**config.mk**
```make
export PLATFORM = sky130hd
export DESIGN_NAME = viterbi_traceback
export DESIGN_NICKNAME = d
export VERILOG_FILES = /design/src/rtl/viterbi_traceback.sv
export SDC_FILE = /design/constraint.sdc
export NUM_CORES = 1
export LEC_CHECK = 0
export BUFFER_PORTS_ARGS = -buffer_cell sky130_fd_sc_hd__buf_2
export CAP_MARGIN = 20
export CORE_MARGIN = 5
export CORE_UTILIZATION = 30
export DETAILED_ROUTE_END_ITERATION = 16
export MAX_ROUTING_LAYER = met4
export SYNTH_ARGS = -nofsm -noshare
export SYNTH_HDL_FRONTEND = slang
export SYNTH_SLANG_ARGS = --single-unit
```
**constraint.sdc**
```tcl
create_clock -name clk -period 2.4 [get_ports clk]
set_input_delay 0.36 -clock clk [delete_from_list [all_inputs] [get_ports clk]]
set_output_delay 0.36 -clock clk [all_outputs]
set_load 0.01 [all_outputs]
```
**src/rtl/viterbi_traceback.sv**
```systemverilog
// Block traceback for a Viterbi decoder: fills one frame of survivor decisions, then emits
// decoded bits last-step-first. Define TB_BEST_STATE_EN to start traceback from best_state_i.
module viterbi_traceback #(
  parameter int K         = 3,
  parameter int FRAME_LEN = 16,
  parameter int PTR_W     = $clog2(FRAME_LEN),
  localparam int MEM        = K - 1,
  localparam int NUM_STATES = 2 ** MEM
) (
  input  logic                  clk,
  input  logic                  rst_n,
  input  logic [NUM_STATES-1:0] dec_i,
  input  logic                  dec_valid_i,
  output logic                  dec_ready_o,
  input  logic [MEM-1:0]        best_state_i,
  output logic                  data_serial_o,
  output logic                  valid_serial_o,
  output logic                  frame_done_o
);

  localparam logic [PTR_W-1:0] LAST = PTR_W'(FRAME_LEN - 1);

  typedef enum logic {S_FILL, S_TRACE} state_t;

  state_t                r_state;
  state_t                w_state_nxt;
  logic [PTR_W-1:0]      r_wr_ptr;
  logic [PTR_W-1:0]      r_rd_ptr;
  logic [MEM-1:0]        r_cur;
  logic                  r_data;
  logic                  r_valid;
  logic                  r_done;
  logic [NUM_STATES-1:0] r_mem [FRAME_LEN];

  logic                  w_fill;
  logic                  w_wr_en;
  logic                  w_last_wr;
  logic                  w_dec_bit;
  logic [MEM-1:0]        w_pred;
  logic [MEM-1:0]        w_start;

`ifdef TB_BEST_STATE_EN
  assign w_start = best_state_i;
`else
  logic w_unused_best;
  assign w_unused_best = ^best_state_i;
  assign w_start       = '0;
`endif

  assign w_wr_en   = w_fill & dec_valid_i;
  assign w_last_wr = w_wr_en && (r_wr_ptr == LAST);
  assign w_dec_bit = r_mem[r_rd_ptr][r_cur];
  // Shifting the decision in at the LSB and truncating also covers MEM == 1.
  assign w_pred    = MEM'({r_cur, w_dec_bit});

  always_comb begin
    w_state_nxt = r_state;
    w_fill      = 1'b0;
    case (r_state)
      S_FILL: begin
        w_fill = 1'b1;
        if (w_last_wr) w_state_nxt = S_TRACE;
      end
      S_TRACE: begin
        if (r_rd_ptr == '0) w_state_nxt = S_FILL;
      end
      default: w_state_nxt = S_FILL;
    endcase
  end

  always_ff @(posedge clk) begin
    if (!rst_n) begin
      r_state  <= S_FILL;
      r_wr_ptr <= '0;
      r_rd_ptr <= '0;
      r_cur    <= '0;
      r_data   <= 1'b0;
      r_valid  <= 1'b0;
      r_done   <= 1'b0;
    end else begin
      r_state <= w_state_nxt;
      r_valid <= 1'b0;
      r_done  <= 1'b0;
      if (w_wr_en) begin
        if (w_last_wr) begin
          r_wr_ptr <= '0;
          r_rd_ptr <= LAST;
          r_cur    <= w_start;
        end else begin
          r_wr_ptr <= r_wr_ptr + 1'b1;
        end
      end
      if (r_state == S_TRACE) begin
        r_data   <= r_cur[MEM-1];
        r_valid  <= 1'b1;
        r_cur    <= w_pred;
        r_rd_ptr <= r_rd_ptr - 1'b1;
        r_done   <= (r_rd_ptr == '0);
      end
    end
  end

  // Survivor memory keeps its contents across reset.
  always_ff @(posedge clk) begin
    if (w_wr_en) r_mem[r_wr_ptr] <= dec_i;
  end

  assign dec_ready_o    = w_fill;
  assign data_serial_o  = r_data;
  assign valid_serial_o = r_valid;
  assign frame_done_o   = r_done;

endmodule

```
* After elaboration in Yosys (flattened, before gate mapping)
Memory sizes are Yosys's and may differ from the RTL's. A register that Yosys moved wholly into a read port is not among the register bits.
Cells that the tools add are included.
W data, S select, Z words.
** Cells by class
- Add/subtract/negate cells :: 2
- $lt $le $gt $ge :: 1
- Eq/ne operators :: 1
- Muxes and demuxes :: 18
- Bitwise operators :: 2
- Reduce and logical (&&, ||, !) cells :: 6
** Operators by type and width (number)
- $mux W4 :: 6
- $mux W1 :: 7
- $mux W2 :: 3
- $add A4 B1 Y4 const B :: 1
- $eq A4 B4 Y1 const B :: 1
- $logic_not A4 Y1 :: 1
- $reduce_and A2 Y1 :: 2
- $reduce_bool A2 Y1 :: 2
- $sub A4 B1 Y4 const B :: 1
- $lt A2 B3 Y1 const B :: 1
- $bmux W1 S2 :: 1
- $pmux W1 S2 :: 1
- $and A1 B1 Y1 :: 1
- $logic_and A1 B1 Y1 :: 1
- $not A1 Y1 :: 1
** Storage, ports and cells
- Register bits :: 14
- Memory bits (writable) :: 64
- Input port bits :: 9
- Output and inout port bits :: 4
- Word-level logic and storage cells :: 38
- Memories :: 1
** Memory list
- r_mem :: depth 16, bits a word 4, rd ports 1, clocked after Yosys merged registers in 1, wr ports 1, line 33 : logic [NUM_STATES-1:0] r_mem [FRAME_LEN];

* Longest topological paths before layout
Gate-level depths: netlist of the first run.
- Word-level depth :: 8
- Depth in mapped cells :: 7
- Depth with buffers taken out :: 5

* Worst setup path after synthesis of the first run
No wires, ideal clock.
- Path type :: register to register
- From :: register (tool-made name)
- To :: register r_cur[0]
- Setup time :: 124 ps
- Arrival :: 1581 ps
- Required time :: 2276 ps
- Setup slack :: 695 ps
- Stages on the path, launching flop included :: 6
- Buffers on the path :: 1
- Period minus slack after synthesis :: 1705 ps
- Cells stage by stage :: dfxtp_1 buf_6 mux4_1 mux4_2 nor2_1 o31ai_1
** RTL lines
- end signal, assigned :: line 88 : r_cur <= w_start;
- end signal, assigned :: line 96 : r_cur <= w_pred;
- end, declared :: line 29 : logic [MEM-1:0] r_cur;

==> results.md, run 1 <==
* Worst path bufs/invs at 1
* Rows at 38
* CTS tree: done
* Clock buffer depth at 2
* Share of layout cells above drive strength 1 at around a fifth
* Hold Path End: r_rd_ptr[3]
* Vias in the first global route at 1711
* Syn. warnings at 0
* NetSw at just over 500 µW
* Sequential share of the synthesized area at 68.9%
* Synth Instances at a little over 200
* Total grt overflow at 0
* Post-route cell area at 3720 µm²
* Starting Density at 30.6%
* PD cells at 689 nW/µm²
* Largest net degree at the start of global routing at 17
* Clock Skew at approximately 6.5 ps
* Worst hold path class: input pin to flip-flop
* Critical path type: flip-flop to flip-flop
* R2R setup slack at 340 ps
* Synth top cells by count: 64 x edfxtp_1, 18 x dfxtp_1, 16 x and2_1
* Arrival time at the worst endpoint at roughly 2300 ps
* ANT nets after route at 0
* Fill cells at roughly 1100
* DIE HEIGHT at around 120 µm
* Area grow syn2layout at 12.2%
* Post-CTS Resized at 0
* WP data required at ~2600 ps
* # nets final at approximately 240
* Number of distinct library cells after synthesis at 37
* Switching part of the total at around 20%
* EDFF count, synth at 64
* CP peak stage delay at between 500 and 600 ps
* Hold_sp: rst_n
* I/O Buffers at 10
* Final slew viol count at 0
* # Max-Cap Violations at 0
* Die X at 115 µm
* Post-detailed-route DRC marker count at 0
* Top_reg_cell synth: edfxtp_1
* WL/cell at 16.1 µm
* Flop pwr share at 60.6%
* TritonCTS Sinks at 82
* Largest area contributor in the netlist: edfxtp_1
* Worst-skew pair later-pin latency at about 340 ps
* Gpl congestion at slightly above 0.8
* Root Driver: clkbuf_8
* H-Tree Depth at 3
* Placed inst area at about 3500 µm²
* Crit-path leading delay family: multiplexers
* Area of the core at between 10000 and 15000 µm²
* Vias after detailed routing at 1696
* Full die area at 13200 µm²
* Initial antenna violation count at 0
* Fin crit share at 85.9%
* Total track usage at about a tenth
* Final min period at 2060 ps
* DR pass1 iterations at 5
* Yosys top cell area share at 58.0%
* Synthesized area per cell at approximately 16 µm²
* P_leak at ~0.0012 µW
* Ant. Diodes at 0
* Cts-stage hold buffer count at 0
* Comb pwr share at around 2.8%
* Hold depth at 3
* Drt total wl at just under 6000 µm
* I/O pin count at 13
* Worst VDD drop at roughly 0.4 mV
* Critical Path End Type: flip-flop
* Slew HR at 69.4%
* Setup bufs post-CTS at 0
* Netlist Area Pre-Place at roughly 3300 µm²
* Slowest cell on crit path: mux4_1
* Clock-pin slew on the worst setup and hold paths at roughly 80 ps
* Slew @ Worst Pin at around 460 ps
* Synth area leaders: edfxtp_1 58%, dfxtp_1 11%, mux4_2 6.8%
* Reg-to-reg endpoint: r_cur[0]
* Clock power share at 36.5%
* DRT iter0 DRCs at around 50
* RSZ-0062 raised after global routing: false
* Global-route wire length before repair at around 9500 µm
* Total negative setup slack at 0 ps
* Final hold violation count at 0
* Vias/cell at 4.65
* Crit path cell chain: buf_4, mux4_1, mux2_2, nand2_1, o211a_1, o31ai_1
* F_max at roughly 0.49 GHz
* Max Fanout on Critical Path at 8
* P_int at roughly 2000 µW
* Syn_nets at around 220
* Total CTS buffers at 9
* Outcome: complete, no violations
* Most frequent cell after synthesis: edfxtp_1
* # setup viols final at 0
* Reg2Reg Depth at 6
* Async SR Flop Fraction at 0%
* Crit path launch type: flip-flop
* Post-synthesis sequential element count at between 80 and 90
* DP HPWL at approximately 4100 µm
power groups by stage:
| stage | clock [µW] | sequential [µW] | combinational [µW] |
|---|---|---|---|
| 6_report | 936 | 1550 | 72.9 |
| 5_1_grt | 1030 | 1550 | 82.9 |
| 3_3_place_gp | 0 | 1580 | 71.4 |
| 4_1_cts | 960 | 1550 | 74.6 |
| 3_5_place_dp | 0 | 1590 | 74.4 |
| 2_1_floorplan | 0 | 1580 | 37.8 |
layer usage:
| layer | global-route usage, % | vias up | wire length, µm | part of all wire, % |
|---|---|---|---|---|
| met5 | - | - | 0 | 0 |
| met4 | 1.88 | 0 | 48 | 0.82 |
| met3 | 3.47 | 7 | 336 | 5.7 |
| met2 | 14.9 | 35 | 2760 | 47 |
| met1 | 12.8 | 849 | 2720 | 46 |
| li1 | - | 805 | - | - |
final cells by class:
| cell class | count | area (µm²) | area share (%) |
|---|---|---|---|
| sequential | 82 | 2280 | 61.4 |
| timing repair buffer | 15 | 87.6 | 2.36 |
| clock buffer | 11 | 131 | 3.54 |
| inverter | 9 | 33.8 | 0.909 |
| tap | 140 | 175 | 4.71 |
| multi-input combinational | 103 | 951 | 25.6 |
| clock inverter | 5 | 55.1 | 1.48 |
flip-flops by register name, summed over array words and instances (netlist names), named ones only:
register        count
r_mem              64
r_rd_ptr            4
r_wr_ptr            4
r_cur               2
data_serial_o       1
frame_done_o        1
r_state             1
valid_serial_o      1
worst reg2reg max path, stage by stage, from the launching register on:
cell and delay [ps]:
dfxtp_1 560, buf_4 250, mux4_1 580, mux2_2 280, nand2_1 70, o211a_1 150, o31ai_1 60
metrics by stage:
stage          setup WS, ps  hold WS, ps  total power, µW  util (%)  instances
2_1_floorplan           695          459             1620         -        202
3_3_place_gp            341          473             1660      32.6        349
3_5_place_dp            333          485             1660      32.6        349
4_1_cts                 306          295             2590      34.3        365
5_1_grt                 195          309             2670      34.3        365
6_report                338          314             2560      34.3        365
cells by family (layout without fill, tap and decap cells):
group | after synthesis | count (layout) | synth area share [%]
AOI/OAI and AO/OA | 21 | 21 | 4.23
xor gates and xnor gates | 4 | 4 | 1.06
adders and majority gates | 6 | 6 | 2.27
buffers and inverters | 17 | 40 | 2.42
DFF | 82 | 82 | 68.9
muxes | 21 | 21 | 13.2
and+or+nand+nor | 51 | 51 | 7.97
cell usage in the layout, fill, tap and decap left out, types with 3 or more instances in the layout:
cell      Yosys  final
mux4_1        6      6
o21ai_0       3      3
edfxtp_1     64     64
buf_4         0      5
and2_1       16     16
mux2_2        3      3
inv_1         8      8
a21oi_1       6      6
dfxtp_1      18     18
ha_1          6      6
mux4_2       10     10
nor2_1       12     12
clkbuf_8      0      9
nand2_1      10     10
buf_2         1     10
how the worst max path moves through the flow:
stage / endpoint / slack [ps] / cells after the start
after floorplan: r_cur[0] / 700 / 5
after global placement: r_cur[0] / 340 / 6
after detailed placement: r_cur[0] / 330 / 6
after CTS: r_cur[0] / 310 / 6
after global routing: r_cur[0] / 200 / 6
final: r_cur[0] / 340 / 6
Power figures use the tool's default switching activity.
==> inputs of run 2 (changes only) <==
--- a/config.mk
+++ b/config.mk
@@ -7,10 +7,13 @@
 export LEC_CHECK = 0
 export BUFFER_PORTS_ARGS = -buffer_cell sky130_fd_sc_hd__buf_2
 export CAP_MARGIN = 20
+export CELL_PAD_IN_SITES_DETAIL_PLACEMENT = 1
+export CELL_PAD_IN_SITES_GLOBAL_PLACEMENT = 1
 export CORE_MARGIN = 5
 export CORE_UTILIZATION = 30
 export DETAILED_ROUTE_END_ITERATION = 16
 export MAX_ROUTING_LAYER = met4
+export PLACE_DENSITY_LB_ADDON = 0.1
 export SYNTH_ARGS = -nofsm -noshare
 export SYNTH_HDL_FRONTEND = slang
 export SYNTH_SLANG_ARGS = --single-unit
==> run 2 against run 1 <==
Sequential power barely moved. Hold slack got worse by 8.8 ps. Cell count fell by 0.27%. Largest cell class unchanged. Sequential share of layout area barely moved. Fmax fell by 0.85%. Die area did not move. Power rose by 1.6%. Global-route usage rose by 2.4 points. Register-to-register slack got worse by 20 ps. Combinational power rose by 9.3%.
==> results.md, run 2 (synthesis results as in run 1) <==
* Outcome: complete, no violations
* Clock-pin slew on the worst setup and hold paths at 90 ps
* TritonCTS Sinks at 82
* Cts-stage hold buffer count at 0
* DR pass1 iterations at 4
* Top Layer Used: met4
* H-Tree Depth at 3
* DP HPWL at about 5100 µm
* Most flops, register: r_mem
* Share of layout cells above drive strength 1 at between 10% and 20%
* Final slew viol count at 0
* DRT iter0 DRCs at 65
* Worst VDD drop at a little under 0.3 mV
* Gpl congestion at 0.805
* Global-route wire length before repair at between 10000 and 15000 µm
* Max reg flops at 64
* WP data required at 2640 ps
* Final hold violation count at 0
* Vias/cell at roughly 4.8
* Fill cells at 1125
* Cell Count, Final, Fillers Out at around 360
* Largest net degree at the start of global routing at 17
* Drt total wl at 7210 µm
* Critical path type: flip-flop to flip-flop
* Final hold slack at roughly 300 ps
* # setup viols final at 0
* M1 WL at roughly 3300 µm
* F_max at 0.481 GHz
* Biggest regs: r_mem: 64 flops, r_rd_ptr: 4 flops, r_wr_ptr: 4 flops
* P_leak at 0.00125 µW
* Starting Density at between 30% and 40%
* Final min period at 2080 ps
* Register area at 2280 µm²
* WL/cell at slightly below 20 µm
* Rows at 38
* Vias in the first global route at 1924
* Setup bufs post-CTS at 0
* # nets final at around 230
* Most frequent cells in the layout: 64 x edfxtp_1, 18 x dfxtp_1, 16 x and2_1
* Vias after detailed routing at between 1500 and 2000
* CTS tree: done
* Post-CTS Resized at 0
* Slew HR at between 50 and 60%
* Area of the core at ~11000 µm²
* Multi-input gate area at approximately 950 µm²
* Slew @ Worst Pin at 627 ps
* I/O Buffers at 10
* Ant. Diodes at 0
* PD cells at 700 nW/µm²
* Max Fanout on Critical Path at 11
* Total track usage at 12.2%
* # Max-Cap Violations at 0
* Total grt overflow at 0
* Arrival time at the worst endpoint at about 2300 ps
* Total CTS buffers at 9
* Initial antenna violation count at 0
* Post-detailed-route DRC marker count at 0
* ANT nets after route at 0
* Hold_sp: rst_n
* I/O pin count at 13
* Worst-skew pair later-pin latency at around 350 ps
* Metal2 WL at around 3600 µm
* Worst hold path class: input pin to flip-flop
* Metal3 WL at 209 µm
* Crit path launch type: flip-flop
* Placed insts at 348
* Clock Skew at 12.1 ps
* Clock buffer depth at 2
* DIE HEIGHT at ~120 µm
* Commonest non-fill, non-tap cell in the layout: edfxtp_1
* Fin crit share at between 80% and 90%
* Critical Path End Type: flip-flop
* Full die area at around 13000 µm²
* Total negative setup slack at 0 ps
* Post-layout util at between 30% and 40%
* Die X at between 100 and 150 µm
* RSZ-0062 raised after global routing: false
* Root Driver: clkbuf_8
* Area grow syn2layout at 12.2%
## run 2: changes by cell type in the layout (fill, tap and decap cells not counted), sizes merged
| cell | before | now |
|---|---|---|
| buf | 15 | 14 |
| clkinvlp | 2 | 0 |
| inv | 8 | 10 |
## run 2: cell type report
| cell class | count | area share [%] |
|---|---|---|
| Sequential cell | 82 | 61.4 |
| Timing Repair Buffer | 14 | 2.49 |
| Tap cell | 140 | 4.71 |
| Multi-Input combinational cell | 103 | 25.6 |
| Inverter | 9 | 0.908 |
| Clock inverter | 5 | 1.41 |
| Clock buffer | 11 | 3.53 |
## run 2: final timing paths
check	to	slack, ps	depth (start not counted)
setup / recovery	r_cur[0]	320	6
hold reg to reg	r_cur[0]	530	2
hold / removal	r_rd_ptr[3]	310	3
setup reg to reg	r_cur[0]	320	6
## run 2: report_power, final
group | internal (µW) | switching, µW | leakage, µW
Sequential | 1540 | 8.63 | 0.000723
Clock | 480 | 491 | 0.0000980
Combinational | 27.3 | 52.4 | 0.000424
## run 2: critical path, cell delays in order, from the launching register on
cell and delay, ps:
dfxtp_1 580, buf_12 210, mux4_1 590, mux2_2 290, nand2_1 70, o211a_1 160
o31ai_1 60
## run 2: metal layers
metal	GRT usage, %	vias up
met5	-	-
li1	-	807
met4	4.77	0
met1	14.8	899
met3	2.74	9
met2	19.6	21
## run 2: metrics by stage
step / setup slack [ps] / total power [µW] / cell area [µm²]
2_1_floorplan: 695 / 1620 / 3310
3_3_place_gp: 280 / 1660 / 3530
3_5_place_dp: 270 / 1670 / 3530
4_1_cts: 233 / 2630 / 3720
5_1_grt: 166 / 2710 / 3720
6_report: 320 / 2600 / 3720
